===== config.mk =====
export PLATFORM = sky130hd
export DESIGN_NAME = paddle_collide
export DESIGN_NICKNAME = d
export VERILOG_FILES = /design/src/rtl/paddle_collide.sv
export SDC_FILE = /design/constraint.sdc
export NUM_CORES = 1
export LEC_CHECK = 0
export ABC_AREA = 1
export CORE_MARGIN = 2
export CORE_UTILIZATION = 40
export DETAILED_ROUTE_END_ITERATION = 10
export DONT_BUFFER_PORTS = 1
export PLACE_DENSITY = 0.63
export SLEW_MARGIN = 20
export SYNTH_ARGS = -nofsm -noshare
export SYNTH_HDL_FRONTEND = slang
export SYNTH_SLANG_ARGS = --single-unit

===== constraint.sdc =====
create_clock -name clock -period 6.3 [get_ports clock]
set_input_delay 0.63 -clock clock [delete_from_list [all_inputs] [get_ports clock]]
set_output_delay 0.63 -clock clock [all_outputs]
set_load 0.1 [all_outputs]

===== src/rtl/paddle_collide.sv =====
// paddle_collide: registered paddle-collision classifier for the Pong datapath.
// Optional hit counters are compiled in when PCOLL_HITCNT_EN is defined.
module paddle_collide #(
  parameter int X_W       = 8,
  parameter int Y_W       = 7,
  parameter int LEFT_X    = 40,
  parameter int RIGHT_X   = 120,
  parameter int PADDLE_H  = 8,
  parameter int ZONE_T    = 3,
  parameter int BALL_YOFF = 2,
  parameter int CNT_W     = 8
) (
  input  logic             clock,
  input  logic             resetn,
  input  logic             gameStart,
  input  logic             enable,
  input  logic [Y_W-1:0]   yLeftPaddleCoordIn,
  input  logic [Y_W-1:0]   yRightPaddleCoordIn,
  input  logic [X_W-1:0]   xBallCoordIn,
  input  logic [Y_W-1:0]   yBallCoordIn,
  output logic [2:0]       PCollOut,
  output logic             PCollInner,
  output logic             PCollDone,
`ifdef PCOLL_HITCNT_EN
  output logic [CNT_W-1:0] hitCountLeft,
  output logic [CNT_W-1:0] hitCountRight,
`endif
  output logic             PCollBusy
);

  localparam int DW = Y_W + 2;

  typedef logic signed [DW-1:0] off_t;

  typedef enum logic [1:0] {
    IDLE,
    CAPT,
    REPORT
  } state_t;

  localparam off_t YOFF = off_t'(BALL_YOFF);
  localparam off_t H    = off_t'(PADDLE_H);
  localparam off_t H1   = off_t'(PADDLE_H - 1);
  localparam off_t ONE  = off_t'(1);
  localparam off_t ZT   = off_t'(ZONE_T);
  localparam off_t ZB   = off_t'(PADDLE_H - ZONE_T);

  localparam logic [X_W-1:0] L_BACK = X_W'(LEFT_X - 1);
  localparam logic [X_W-1:0] L_MID  = X_W'(LEFT_X);
  localparam logic [X_W-1:0] L_FACE = X_W'(LEFT_X + 1);
  localparam logic [X_W-1:0] R_FACE = X_W'(RIGHT_X - 1);
  localparam logic [X_W-1:0] R_MID  = X_W'(RIGHT_X);
  localparam logic [X_W-1:0] R_BACK = X_W'(RIGHT_X + 1);

  state_t         state;
  logic [X_W-1:0] x_q;
  logic [Y_W-1:0] yb_q;
  logic [Y_W-1:0] yl_q;
  logic [Y_W-1:0] yr_q;
  logic           lock_l;
  logic           lock_r;

  off_t       d_l;
  off_t       d_r;
  logic       hit_l;
  logic       hit_r;
  logic       inner_l;
  logic       inner_r;
  logic       win_l;
  logic       win_r;
  logic       take_l;
  logic       take_r;
  logic [2:0] code_l;
  logic [2:0] code_r;

  function automatic logic in_span(off_t d);
    return !d[DW-1] && (d <= H);
  endfunction

  function automatic logic at_end(off_t d);
    return (d == '0) || (d == H);
  endfunction

  function automatic logic near_end(off_t d);
    return (d == ONE) || (d == H1);
  endfunction

  function automatic logic [2:0] zone(
    off_t d, logic [2:0] top, logic [2:0] mid, logic [2:0] bot
  );
    if (d < ZT) return top;
    if (d > ZB) return bot;
    return mid;
  endfunction

  // Extended, signed offsets so a large ball y cannot wrap into range.
  assign d_l = off_t'({2'b00, yb_q}) + YOFF - off_t'({2'b00, yl_q});
  assign d_r = off_t'({2'b00, yb_q}) + YOFF - off_t'({2'b00, yr_q});

  assign win_l  = x_q inside {L_BACK, L_MID, L_FACE};
  assign win_r  = x_q inside {R_BACK, R_MID, R_FACE};
  assign code_l = zone(d_l, 3'b001, 3'b110, 3'b101);
  assign code_r = zone(d_r, 3'b010, 3'b011, 3'b100);
  assign take_l = hit_l && !lock_l;
  assign take_r = hit_r && !lock_r && !take_l;

  // Column decode: face, middle and back contact rules per paddle.
  always_comb begin
    hit_l   = 1'b0;
    hit_r   = 1'b0;
    inner_l = 1'b0;
    inner_r = 1'b0;
    unique case (1'b1)
      (x_q == L_FACE): hit_l = in_span(d_l);
      (x_q == L_MID): begin
        hit_l   = in_span(d_l);
        inner_l = in_span(d_l) && !at_end(d_l);
      end
      (x_q == L_BACK): begin
        hit_l   = at_end(d_l) || near_end(d_l);
        inner_l = near_end(d_l);
      end
      (x_q == R_FACE): hit_r = in_span(d_r);
      (x_q == R_MID): begin
        hit_r   = in_span(d_r);
        inner_r = in_span(d_r) && !at_end(d_r);
      end
      (x_q == R_BACK): begin
        hit_r   = at_end(d_r) || near_end(d_r);
        inner_r = near_end(d_r);
      end
      default: ;
    endcase
  end

  // Request FSM: capture, wait, report with lockout bookkeeping.
  always_ff @(posedge clock or posedge resetn) begin
    if (resetn) begin
      state      <= IDLE;
      x_q        <= '0;
      yb_q       <= '0;
      yl_q       <= '0;
      yr_q       <= '0;
      lock_l     <= 1'b0;
      lock_r     <= 1'b0;
      PCollOut   <= 3'b000;
      PCollInner <= 1'b0;
      PCollDone  <= 1'b0;
      PCollBusy  <= 1'b0;
    end else if (gameStart) begin
      state      <= IDLE;
      lock_l     <= 1'b0;
      lock_r     <= 1'b0;
      PCollOut   <= 3'b000;
      PCollInner <= 1'b0;
      PCollDone  <= 1'b0;
      PCollBusy  <= 1'b0;
    end else begin
      PCollDone <= 1'b0;
      unique case (state)
        IDLE: begin
          if (enable) begin
            x_q       <= xBallCoordIn;
            yb_q      <= yBallCoordIn;
            yl_q      <= yLeftPaddleCoordIn;
            yr_q      <= yRightPaddleCoordIn;
            state     <= CAPT;
            PCollBusy <= 1'b1;
          end
        end
        CAPT: state <= REPORT;
        REPORT: begin
          state     <= IDLE;
          PCollBusy <= 1'b0;
          PCollDone <= 1'b1;
          if (take_l) begin
            PCollOut   <= code_l;
            PCollInner <= inner_l;
            lock_l     <= 1'b1;
          end else if (take_r) begin
            PCollOut   <= code_r;
            PCollInner <= inner_r;
            lock_r     <= 1'b1;
          end else begin
            PCollOut   <= 3'b000;
            PCollInner <= 1'b0;
          end
          if (!win_l) lock_l <= 1'b0;
          if (!win_r) lock_r <= 1'b0;
        end
        default: state <= IDLE;
      endcase
    end
  end

`ifdef PCOLL_HITCNT_EN
  localparam logic [CNT_W-1:0] CMAX = '1;

  // Saturating per-side counts of reported (unlocked) hits.
  always_ff @(posedge clock or posedge resetn) begin
    if (resetn) begin
      hitCountLeft  <= '0;
      hitCountRight <= '0;
    end else if (gameStart) begin
      hitCountLeft  <= '0;
      hitCountRight <= '0;
    end else if (state == REPORT) begin
      if (take_l && hitCountLeft != CMAX)
        hitCountLeft <= hitCountLeft + 1'b1;
      if (take_r && hitCountRight != CMAX)
        hitCountRight <= hitCountRight + 1'b1;
    end
  end
`else
  // Hit counters are compiled out in this build.
`endif

endmodule


==> impl_metrics.yaml <==
timing:
  max_freq_mhz: 349
  setup_violations: 0
  min_period_over_period_pct: 45.5
  hold_viol: 0
  whs_ps: 328
  max_slew_margin_pct: 39.1
  fin_ws_ps: 3440
  maxSlewViolCount: 0
  clock-skew-final_ps: 7.32
  tns_ps: 0
  fin_crit_ps: 2860
  worstMarginPinSlew_ps: 914
  rsz0062_at_grt: "false"
pwr:
  netSwitchingFraction_pct: 48.0
  finalPower_w: 0.00112
  powerDensity_mw_per_mm2: 360
  clockPowerShare_pct: 16.5
  switchingPower_w: 0.000537
  p_int_w: 0.000582
  seqPwrFrac_pct: 28.6
  power.leakage_nw: 1.72
  peakVddDrop_uv: 144
  pwr-share-comb_pct: 54.8
clock_tree:
  ctsResizeCount: 0
  cts_setup_buffers: 0
  clock_sinks: 39
  clk_pin_slew_ps: 80
  ctsLongestPathBuffers: 2
  htreeDepth: 2
  cts_root_buf: "clkbuf_8"
  cts_hold_repair.buffers: 0
  clkLatencyLatePin_ps: 300
  cts_tree: "built"
  cts_buffers: 5
worst_setup_path:
  worstSetupPathType: "reg -> reg"
  critPathArrivalTime_ps: 3060
  start_kind: "register"
  required_ps: 6500
  cp-end-kind: "register"
  path_max_fanout: 6
synth:
  synth_common_cells: "152 x nand2_1, 70 x inv_1, 39 x dfrtp_1, 33 x nand3_1, 28 x nor2_1"
  synth-seq-cells: 39
  synth_most_common_cell: "nand2_1"
  syn_inst: 433
  yosys.area.top_type: "dfrtp_1"
  yosysUniqueCellTypes: 30
  seq_area_frac_synth_pct: 33.7
  synth_flop_cell: "dfrtp_1"
  syn_area_mm2: 0.00290
  ys_async_sr_fraction_pct: 100
  synth.area.top_cells: "dfrtp_1 34%, nand2_1 20%, inv_1 9.1%"
  synth_edf_count: 0
  syn-num-nets: 484
  yosysTopAreaCellShare_pct: 33.7
  syn_avg_cell_area_um2: 6.69
  yosysWarnings: 0
layout:
  num-nets-final: 487
  n_antenna_cell: 0
  nFillCells: 773
  final_layout_size_suffix_gt1_share_pct: 7.32
  layoutNonFillerInstCount: 536
  syn_to_final_growth_pct: 7.17
global_routing:
  grt-ovfl-total: 0
  grt_use_met3_pct: 2.68
  grt_pass1_wl_mm: 11.2
  grt_use_met2_pct: 29.1
  top_usage_layer: "met2"
  grt_usage_pct: 17.7
  antenna_found_initial: 0
  use_met1_pct: 23.7
  grt_max_degree: 46
  grt_pass1_vias: 2553
floorplan:
  die_height_um: 89.1
  core_area_mm2: 0.00714
  rows: 31
  die_w_um: 89.1
  initial_utilization_pct: 40.6
  pin_count: 39
  fp.dieArea_mm2: 0.00794
routing:
  drc: 0
  drtPass1Iterations: 4
  wirelength_mm: 6.32
  post_drt_via_cell_ratio: 4.94
  ant_nets: 0
  wl_per_cell_um: 11.8
  num_vias: 2647
  drt-initial-drc-count: 114
placement:
  hpwl_mm: 4.98
  place.gp.congestion: 0.871
  dp.cells: 528
  portBuffers: 0
  place_worst_setup_slack_ps: 3480
min_path:
  hold_class: "in -> async"
outcome:
  status: "finished clean"
flow_run:
  drv_cap: 0
## layer usage
layer	vias to the layer above	part of all wire, %
met3	11	4.7
met2	57	46
li1	1361	-
met4	0	2.0
met5	-	0
met1	1218	47
## worst max-delay path: stages (launching register included)
cell      delay [ps]
dfrtp_1          430
nand3_1          130
nand3b_1         210
xor2_1           270
ha_1             360
nand2_1          130
inv_1             50
a21oi_1          240
nand3_1          120
nand2_1           80
nand2_1           90
nor2_4           140
nand3_1          100
nand3_2          120
nand2_2           70
nor2_1           100
nor2_1            50
nand2_1           50
nand2_1           40
## cells in the final DEF (no fill, tap or decap), types with 7 or more instances in the layout
cell / instances
ha_1: 16
a21oi_1: 15
nand3_1: 33
inv_1: 70
o21ai_0: 22
dfrtp_1: 39
nand2_2: 11
nor2_1: 28
nand4_1: 7
nand2_1: 152
## area by class of cell
class                           instances  area (µm²)  area share [%]
Multi-Input combinational cell        317        1630            52.4
Inverter                               71         267            8.59
Tap cell                               99         124            3.99
Timing Repair Buffer                    2        15.0           0.484
Sequential cell                        39         976            31.4
Clock buffer                            7        86.3            2.78
Clock inverter                          1        8.76           0.282
## power groups by stage
stage | combinational, W | sequential [W] | clock [W]
final | 0.000614 | 0.000320 | 0.000185
after global routing | 0.000713 | 0.000326 | 0.000202
after CTS | 0.000612 | 0.000320 | 0.000189
after detailed placement | 0.000609 | 0.000325 | 0
after floorplan | 0.000495 | 0.000319 | 0
after global placement | 0.000596 | 0.000324 | 0
## state kept, by name (all words and copies together) (netlist names)
signal,cells
yr_q,7
state,2
PCollInner,1
x_q,8
PCollBusy,1
yl_q,7
lock_r,1
PCollDone,1
lock_l,1
PCollOut,3
yb_q,7
## cell families after synthesis
logic type | after synthesis | synth area share [%]
AOI/OAI and AO/OA | 42 | 7.73
xor gates and xnor gates | 5 | 1.51
adders and majority gates | 18 | 8.29
buffers and inverters | 77 | 10.1
DFF | 39 | 33.7
and+or+nand+nor | 252 | 38.7
## through the flow
| stage | cell area [µm²] | util [%] |
|---|---|---|
| 6_report | 3100 | 43.5 |
| 5_1_grt | 3100 | 43.5 |
| 4_1_cts | 3100 | 43.5 |
| 3_5_place_dp | 3010 | 42.2 |
| 3_3_place_gp | 3010 | 42.2 |
| 2_1_floorplan | 2900 | - |
## worst paths after layout
check	end	slack (ps)	cells past startpoint	start
max reg2reg	PCollOut[1]	3440	18	yb_q[1]
min in group clock	state[1]	390	1	gameStart
min	PCollBusy	330	2	resetn
min reg2reg	state[1]	480	1	state[1]
max in group asynchronous	yr_q[6]	5620	2	resetn
max	PCollOut[1]	3440	18	yb_q[1]
(Power assumes the default switching activity.)
